===== config.mk =====
export PLATFORM = sky130hd
export DESIGN_NAME = sys_cmd_initiator
export DESIGN_NICKNAME = d
export VERILOG_FILES = /design/src/rtl/sys_cmd_initiator.sv
export SDC_FILE = /design/constraint.sdc
export NUM_CORES = 1
export LEC_CHECK = 0
export BUFFER_PORTS_ARGS = -buffer_cell sky130_fd_sc_hd__buf_4
export CORE_MARGIN = 1.5
export CORE_UTILIZATION = 35
export DETAILED_ROUTE_END_ITERATION = 16
export PLACE_DENSITY = 0.7
export SKIP_LAST_GASP = 1
export SYNTH_ARGS = -nofsm -noshare
export SYNTH_HDL_FRONTEND = slang
export SYNTH_SLANG_ARGS = --single-unit

===== constraint.sdc =====
create_clock -name CLK -period 1.9 [get_ports CLK]
set_input_delay 0.19 -clock CLK [delete_from_list [all_inputs] [get_ports CLK]]
set_output_delay 0.19 -clock CLK [all_outputs]
set_load 0.02 [all_outputs]

===== src/rtl/sys_cmd_initiator.sv =====
// sys_cmd_initiator: frames register-file/ALU commands into a UART byte stream
// and collects the one- or two-byte response, with a response timeout.
module sys_cmd_initiator #(
   parameter int DATA_WD        = 8,
   parameter int ADDR_WD        = 4,
   parameter int FUN_WD         = 4,
   parameter int TIMEOUT_CYCLES = 4096
) (
   input  logic                 CLK,
   input  logic                 RST,
   input  logic                 CMD_VALID,
   output logic                 CMD_READY,
   input  logic [1:0]           CMD_TYPE,
   input  logic [ADDR_WD-1:0]   CMD_ADDR,
   input  logic [DATA_WD-1:0]   CMD_OP_A,
   input  logic [DATA_WD-1:0]   CMD_OP_B,
   input  logic [FUN_WD-1:0]    CMD_FUN,
   output logic [DATA_WD-1:0]   TX_DATA,
   output logic                 TX_VALID,
   input  logic                 TX_READY,
   input  logic [DATA_WD-1:0]   RX_DATA,
   input  logic                 RX_VALID,
   output logic [2*DATA_WD-1:0] RSP_DATA,
   output logic                 CMD_DONE,
   output logic                 TIMEOUT,
   output logic                 BUSY
);
   localparam int TW = TIMEOUT_CYCLES > 1 ? $clog2(TIMEOUT_CYCLES) : 1;
   localparam logic [TW-1:0] T_LAST = TW'(TIMEOUT_CYCLES - 1);

   typedef enum logic [1:0] {IDLE, SEND, WAIT_RSP, FINISH} state_t;
   state_t state, nxt;

   logic [1:0]         typ, idx, last_idx;
   logic [ADDR_WD-1:0] addr;
   logic [DATA_WD-1:0] op_a, op_b, hdr, b1, b2, cur;
   logic [FUN_WD-1:0]  fun;
   logic [TW-1:0]      tmr;
   logic               rx_cnt, tx_fire, rx_last, expire;

   // frame byte at the current index, and the index of the last byte
   always_comb begin
      hdr = typ == 2'd0 ? DATA_WD'(8'hAA) : typ == 2'd1 ? DATA_WD'(8'hBB) :
            typ == 2'd2 ? DATA_WD'(8'hCC) : DATA_WD'(8'hDD);
      b1 = typ == 2'd2 ? op_a : typ == 2'd3 ? DATA_WD'(fun) : DATA_WD'(addr);
      b2 = typ == 2'd0 ? op_a : op_b;
      cur = idx == 2'd0 ? hdr : idx == 2'd1 ? b1 : idx == 2'd2 ? b2 : DATA_WD'(fun);
      last_idx = typ == 2'd2 ? 2'd3 : typ == 2'd0 ? 2'd2 : 2'd1;
   end

   assign CMD_READY = state == IDLE;
   assign BUSY      = ~CMD_READY;
   assign TX_VALID  = state == SEND;
   assign TX_DATA   = TX_VALID ? cur : '0;
   assign CMD_DONE  = state == FINISH;
   assign tx_fire   = TX_VALID & TX_READY;
   assign rx_last   = typ == 2'd1 || rx_cnt;
   // a byte arriving on the expiry cycle wins over the timeout
   assign expire    = state == WAIT_RSP && !RX_VALID && tmr == T_LAST;
   assign TIMEOUT   = expire;

   always_ff @(posedge CLK or posedge RST)
      if (RST) state <= IDLE;
      else     state <= nxt;

   always_comb begin
      nxt = state;
      unique case (state)
         IDLE:     nxt = CMD_VALID ? SEND : IDLE;
         SEND:     nxt = tx_fire && idx == last_idx ? (typ == 2'd0 ? FINISH : WAIT_RSP) : SEND;
         WAIT_RSP: nxt = RX_VALID && rx_last ? FINISH : expire ? IDLE : WAIT_RSP;
         default:  nxt = IDLE;
      endcase
   end

   always_ff @(posedge CLK or posedge RST)
      if (RST) begin
         typ      <= '0;
         idx      <= '0;
         addr     <= '0;
         op_a     <= '0;
         op_b     <= '0;
         fun      <= '0;
         rx_cnt   <= 1'b0;
         tmr      <= '0;
         RSP_DATA <= '0;
      end else if (state == IDLE) begin
         if (CMD_VALID) begin
            typ      <= CMD_TYPE;
            addr     <= CMD_ADDR;
            op_a     <= CMD_OP_A;
            op_b     <= CMD_OP_B;
            fun      <= CMD_FUN;
            idx      <= '0;
            rx_cnt   <= 1'b0;
            tmr      <= '0;
            RSP_DATA <= '0;
         end
      end else if (state == SEND) begin
         if (tx_fire) idx <= idx + 2'd1;
      end else if (state == WAIT_RSP) begin
         if (RX_VALID) begin
            tmr    <= '0;
            rx_cnt <= 1'b1;
            if (rx_cnt) RSP_DATA[2*DATA_WD-1:DATA_WD] <= RX_DATA;
            else        RSP_DATA[DATA_WD-1:0] <= RX_DATA;
         end else if (expire) begin
            RSP_DATA <= '0;
         end else begin
            tmr <= tmr + 1'b1;
         end
      end
endmodule

* Yosys cells after proc, flatten, opt, wreduce, memory -nomap -nowiden
Cells that the tools add are included.
** Operators by class
- Equality and inequality tests :: 15
- Reduce and logical (&&, ||, !) cells :: 20
- Add/sub/neg operators :: 2
- Bitwise gates (word level) :: 2
- Mux-type cells :: 41
** Operator list (count)
- $mux W16 :: 6
- $mux W12 :: 6
- $mux W8 :: 8
- $mux W2 :: 9
- $mux W7 :: 2
- $add A12 B1 Y12 const B :: 1
- $eq A12 B12 Y1 const B :: 1
- $eq A2 B2 Y1 const B :: 5
- $reduce_and A5 Y1 :: 2
- $reduce_and A4 Y1 :: 2
- $reduce_bool A2 Y1 :: 4
- $mux W1 :: 7
- $eq A2 B1 Y1 const B :: 3
- $logic_not A2 Y1 :: 3
- $ne A3 B3 Y1 const B :: 2
- $pmux W2 S3 :: 1
- $mux W5 :: 1
- $logic_and A1 B1 Y1 :: 4
- $mux W4 :: 1
- $ne A2 B2 Y1 const B :: 2
- $ne A3 B2 Y1 const B :: 1
- $reduce_and A3 Y1 :: 1
- $reduce_bool A3 Y1 :: 1
- $add A2 B1 Y2 const B :: 1
- 6 further kinds :: 6
** Storage, ports and cells
- Input port bits :: 39
- Bits in registers :: 59
- Logic and storage cells :: 91
- Output and inout bits :: 29

* Longest topological paths before layout
Gate-level depths: netlist of the first run.
- Word-level depth :: 8
- Gate-level depth with buffers :: 7
- Depth with buffers taken out :: 6

* Least setup slack after synthesis of the first run
No wires, ideal clock.
- Kind :: register to output
- Start :: register idx[0]
- End :: output port TX_DATA[7]
- Path buffers :: 1
- Arrival :: 2.191 ns
- Stages on the path, launching flop included :: 8
- Setup slack :: -0.481 ns
- Data required time :: 1.710 ns
- Cells stage by stage :: dfrtp_1 > inv_1 > ha_1 > clkbuf_1 > or3b_2 > a21oi_1 > a221oi_1 > nor3_1
** On the way
- Cells in the longest elaborated chain, start to end :: 5
- Elaborated cells on any way between the ends :: 7
- Classes of those cells :: eq/ne (2); mux (4); reduce/logical (1)
** RTL lines
- from (decl) :: RTL line 34 : logic [1:0] typ, idx, last_idx;
- from (signal assigned) :: RTL line 100 : if (tx_fire) idx <= idx + 2'd1;
- $eq A2 B2 Y1 :: RTL line 47 : cur = idx == 2'd0 ? hdr : idx == 2'd1 ? b1 : idx == 2'd2 ? b2 : DATA_WD'(fun);
- $mux W8 (2 in a row) :: RTL line 47
- $mux W8 (*) :: RTL line 47
- $mux W8 (*) :: RTL line 54 : assign TX_DATA = TX_VALID ? cur : '0;
- to (decl) :: RTL line 18 : output logic [DATA_WD-1:0] TX_DATA,
Every way passes the cells marked *; elsewhere a longest branch is shown, timed or not.

* Worst setup path in the final report of the first run
- Start :: register idx[0]
- End :: output port TX_DATA[4]
The elaborated chain is that of the path after synthesis.

==> results_dict.tcl, run 1 <==
set metrics [dict create \
    maxCapViolCount 0 \
    synth_cell_type_count 51 \
    root_buffer "clkbuf_8" \
    busiest_layer "met2" \
    critPathKind "register to output pin" \
    hp-class "input pin to register" \
    area_delta_synth_final_pct 44.5 \
    syn_nets 311 \
    post-route-period-util 1.16 \
    netlist_instances 268 \
    routedWlPerCell_um 15.1 \
    setup.worst_path.end_class "output pin" \
    stdcell_area_mm2 0.00424 \
    port_buffers 67 \
    antenna_found_initial 0 \
    layout-drive-gt1-share 0.491 \
    drc 0 \
    first_pass_iters 4 \
    avgViaCountPerCell 5.31 \
    grt_pass1_vias 2500 \
    grt_first_pass_wirelength_mm 12.0 \
    drtIter0Drc 122 \
    setup_viol 8 \
    slew_viol_final 0 \
    startpoint_type "register" \
    placed_cell_area_mm2 0.00382 \
    grt_start_max_net_pins 60 \
    slew_headroom 0.618 \
    die_y_um 94.5 \
    dpl.hpwl_mm 5.25 \
    ys_seq_area_frac 0.504 \
    grt_use_met1 0.229 \
    design.die.area_mm2 0.00893 \
    worstMarginPinSlew_ps 571 \
    clock_sinks 59 \
    ys.flop_type "dfrtp_1" \
    synth_area_leaders "dfrtp_1 (50%), mux2_2 (9.6%), a22o_1 (4.8%), o21ai_0 (3.1%), nand2_1 (2.9%)" \
    clk_latency_ps 340 \
    clockBufferDepth 2 \
    avgSynthCellArea_um2 10.9 \
    required_ps 1710 \
    final_hold_viol_count 0 \
    num_vias 2572 \
    synth_common_cells "dfrtp_1 (59), mux2_2 (25), nand2_1 (23), nor2_1 (19), o21ai_0 (18)" \
    std_cell_rows 33 \
    finalCriticalPeriod_ps 2200 \
    initial_core_util 0.359 \
    netlist_area_mm2 0.00293 \
    gr-usage-all-layers 0.175 \
    yosysWarnings 0 \
    core-area_mm2 0.00818 \
    nNetsFinal 417 \
    synth_most_common_cell "dfrtp_1" \
    cts_buffers 9 \
    cellLeakagePower_nw 1.90 \
    cp.arrival_ps 2010 \
    gr-usage-met3 0.0564 \
    overflow 0 \
    finalPower_mw 6.74 \
    synth-edff-count 0 \
    antenna_cells 0 \
    drtAntennaViolNets 0 \
    grt_use_met2 0.276 \
    fmax_mhz 455 \
    wl_mm 7.32 \
    finalWorstSetupSlack_ps -296 \
    yosys.area.top_type "dfrtp_1" \
    outcome "finished, violations left" \
    irDropWorstVdd_v 0.00108 \
    io_pins 68 \
    dieWidth_um 94.5 \
    async_flop_share 1.00 \
    htreeDepth 3 \
    powerDensity_mw_per_mm2 1590 \
    worstPathMaxFanout 3 \
    violations "negative setup slack" \
    cts_tree "built" \
    clkTransAtPathRegs_ps 60 \
    synth_top_area_frac 0.504 \
    rsz0062_at_grt "yes" \
    fin_worst_skew_ps 6.43 \
    globalplace.congestion 0.774 \
    synth_seq_cells 59 \
]
[cells by family (layout without fill, tap and decap cells)]
logic type,after synthesis,count (layout),synth area share
DFF,59,59,0.504
xor gates and xnor gates,1,1,0.00299
and+or+nand+nor,71,71,0.128
AOI/OAI and AO/OA,83,83,0.210
muxes,29,29,0.110
adders and majority gates,4,4,0.0171
buffers and inverters,21,132,0.0286
[placed cells by master, fill, tap and decap left out, types with 2 or more instances in the layout]
master      n
a311o_1     4
or4_1       3
nand3_1     3
buf_12      2
nor2_1     14
mux2i_1     4
and3_1      2
a21oi_1    10
ha_4        2
nor3_1      3
clkbuf_8   11
inv_2       3
nor2_2      4
inv_1       6
buf_6       5
o31ai_1     5
bufinv_16   2
buf_4      99
a31oi_1     3
a221oi_2    4
dfrtp_1    53
o211ai_1    6
nand2_1    23
dfrtp_2     6
a22o_1     16
o21ai_0    18
mux2_2     25
nor2b_1     2
[worst paths after layout]
check / from / end / slack, ps / cells after the start
max: idx[0]$_DFFE_PP0P_ / TX_DATA[4] / -300 / 8
min: CMD_TYPE[1] / typ[1]$_DFFE_PP0P_ / 70 / 3
max reg2reg: tmr[1]$_DFFE_PP0P_ / tmr[0]$_DFFE_PP0P_ / 90 / 6
min reg2reg: RSP_DATA[8]$_DFFE_PP0P_ / RSP_DATA[8]$_DFFE_PP0P_ / 510 / 1
max in group asynchronous: RST / state[1]$_DFF_PP0_ / 1160 / 4
min in group asynchronous: RST / op_b[6]$_DFFE_PP0P_ / 450 / 4
[final cells by class]
type,count,area [µm²]
multi-input cells,188,1510
clock buffers,12,155
flip-flops and latches,59,1480
fillers,738,3940
inverters,9,33.8
repair buffers,107,850
clock inverters,4,72.6
well taps,105,131
[power breakdown]
group | leakage [nW] | switching, mW | internal, mW
Clock | 0.113 | 0.501 | 0.808
Combinational | 1.04 | 1.68 | 1.69
Sequential | 0.751 | 0.377 | 1.69
[state kept, by name, indices dropped and copies added, names as in the netlist]
signal and count:
op_a 8, op_b 8, addr 4, idx 2
state 2, RSP_DATA 16, tmr 12, fun 4
rx_cnt 1, typ 2
[worst max-delay path: stages (launching register included)]
cell and delay [ps]:
dfrtp_1 410, inv_2 90, ha_4 140, or3b_4 380
a21oi_4 160, buf_6 130, a221oi_2 60, nor2_2 160
buf_6 130
[metal layers]
metal / up-vias / routed length [µm]
li1: 1224 / -
met1: 1240 / 3330
met3: 14 / 493
met2: 94 / 3400
met4: 0 / 97
met5: - / 0
[per-stage QoR]
step	util	hold WS (ps)	setup WS, ps	setup TNS (ps)	std cells
floorplan	-	307	-64.7	-64.7	268
global placement	0.467	277	32.8	0	457
detailed placement	0.467	281	-62.9	-79.3	457
CTS	0.508	57.0	-326	-1980	479
global route	0.518	55.2	-397	-2460	484
finish	0.518	65.6	-296	-1750	484
[repair_timing]
action | in CTS | in global routing
hold endpoints to repair | 59 | 0
pin swaps | 8 | 8
hold buffers | 1 | 0
endpoints found under the setup margin | 9 | 17
buffers inserted | 5 | 5
gates resized for setup | 16 | 12
(Power assumes the default switching activity.)
==> inputs of run 2 (changes only) <==
BUFFER_PORTS_ARGS = default   (was -buffer_cell sky130_fd_sc_hd__buf_4)
CORE_MARGIN = default   (was 1.5)
DONT_BUFFER_PORTS = 1   (was default)
PLACE_DENSITY = 0.63   (was 0.7)
==> results_dict.tcl, run 2 (same netlist as run 1, synthesis figures left out) <==
set metrics [dict create \
    path_buf_inv 2 \
    worstPathCellList "inv_2 > ha_4 > or3b_4 > a21oi_4 > buf_6 > a221oi_1 > nor2_2" \
    clkPwrFrac 0.193 \
    whs_ps 28.0 \
    p_seq_frac 0.341 \
    p_comb_frac 0.466 \
    grt_first_pass_wirelength_mm 11.9 \
    place_inst 399 \
    area_delta_synth_final_pct 39.4 \
    power.switching_mw 2.45 \
    gr-usage-all-layers 0.177 \
    outcome "finished, violations left" \
    fin_setup_tns_ps -1460 \
    dpl.hpwl_mm 5.03 \
    antenna_cells 0 \
    first_pass_iters 4 \
    slowest_stage "dfrtp_1" \
    cpPeakStageDelay_ps 410 \
    htreeDepth 3 \
    slew_viol_final 0 \
    core-area_mm2 0.00818 \
    initial_core_util 0.359 \
    cp.arrival_ps 1980 \
    drtIter0Drc 75 \
    setup.worst_path.end_class "output pin" \
    nNetsFinal 391 \
    maxCapViolCount 0 \
    finish.utilization 0.500 \
    setup_viol 8 \
    std_cell_rows 33 \
    largest_reg_flops 16 \
    worstPathMaxFanout 3 \
    finalCriticalPeriod_ps 2170 \
    final_common_cell "dfrtp_1" \
    finalPower_mw 6.27 \
    overflow 0 \
    design.die.area_mm2 0.00875 \
    worstMarginPinSlew_ps 687 \
    clockBufferDepth 2 \
    r2r_start "tmr[1]$_DFFE_PP0P_" \
    root_buffer "clkbuf_8" \
    grt_pass1_vias 2540 \
    rsz0062_at_grt "yes" \
    hp-class "input pin to register" \
    top_register "RSP_DATA" \
    layout-drive-gt1-share 0.351 \
    cts_tree "built" \
    wl_mm 7.29 \
    post-route-period-util 1.14 \
    layout.cells.most_common_list "dfrtp_1 (56), buf_4 (41), dlygate4sd3_1 (35), mux2_2 (25), nand2_1 (23)" \
    swShare 0.391 \
    io_pins 68 \
    slew_headroom 0.540 \
    clock_sinks 59 \
    avgViaCountPerCell 5.41 \
    stdcell_area_mm2 0.00409 \
    pre_cts_slack_ps -36.4 \
    final_cells 458 \
    die_y_um 93.5 \
    final_hold_viol_count 0 \
    critPathKind "register to output pin" \
    fin_worst_skew_ps 10.5 \
    powerDensity_mw_per_mm2 1530 \
    path_delay_family "simple AND/OR/NAND/NOR gates" \
    grt_start_max_net_pins 60 \
    cellLeakagePower_nw 1.74 \
    irDropWorstVdd_v 0.000887 \
    power.internal_mw 3.82 \
    clkTransAtPathRegs_ps 70 \
    reg_top3 "RSP_DATA: 16 flops, tmr: 12 flops" \
    placed_cell_area_mm2 0.00337 \
    crit_path_start "idx[0]$_DFFE_PP0P_" \
    violations "negative setup slack" \
    min_from "RX_VALID" \
    drc 0 \
    port_buffers 0 \
    routedWlPerCell_um 15.9 \
    antenna_found_initial 0 \
    globalplace.congestion 0.815 \
    required_ps 1710 \
    drtAntennaViolNets 0 \
    dieWidth_um 93.5 \
    clk_latency_ps 340 \
    num_vias 2477 \
    fmax_mhz 461 \
    startpoint_type "register" \
    cts_buffers 9 \
    finalWorstSetupSlack_ps -268 \
]
[run 2: changes by cell type in the layout (fill, tap and decap cells not counted), moves of 2 or more]
cell	change
buf_4	-58
dlygate4sd3_1	+34
dfrtp_1	+3
dfrtp_2	-3
o21ai_0	-3
o21ai_1	+2
[run 2: worst paths after layout]
path / end / slack, ps / depth (start not counted)
setup / recovery: TX_DATA[6] / -270 / 7
hold / removal: rx_cnt$_DFFE_PP0P_ / 30 / 2
setup reg to reg: RSP_DATA[1]$_DFFE_PP0P_ / 70 / 7
hold reg to reg: op_b[3]$_DFFE_PP0P_ / 510 / 1
max in group asynchronous: tmr[0]$_DFFE_PP0P_ / 1250 / 3
min in group asynchronous: RSP_DATA[3]$_DFFE_PP0P_ / 350 / 3
[run 2: final cells by class]
type                    count  area [µm²]
fillers                   740        4090
multi-input cells         188        1510
flip-flops and latches     59        1480
repair buffers             81         723
clock buffers              12         165
well taps                 105         131
clock inverters             4        47.5
inverters                   9        33.8
[run 2: repair_timing]
item | CTS | global route
gates resized for setup | 16 | 9
endpoints found under the setup margin | 9 | 10
endpoints found under the hold margin | 101 | 0
hold buffers | 35 | 0
buffers inserted | 6 | 3
pin swaps | 8 | 8
[run 2: power groups by stage]
| stage | Sequential, mW | Combinational, mW | Clock (mW) |
|---|---|---|---|
| finish | 2.14 | 2.92 | 1.21 |
| global placement | 2.13 | 2.60 | 0 |
| global route | 2.20 | 3.18 | 1.30 |
| CTS | 2.12 | 2.90 | 1.24 |
| detailed placement | 2.14 | 2.63 | 0 |
| floorplan | 2.02 | 1.85 | 0 |
[run 2: metal layers]
layer	up-vias	share of wire	wire [µm]	GRT usage
met5	-	0	0	0
met2	86	0.49	3540	0.296
li1	1166	-	-	-
met1	1214	0.44	3220	0.211
met4	0	0.012	90	0.0603
met3	11	0.060	436	0.0610
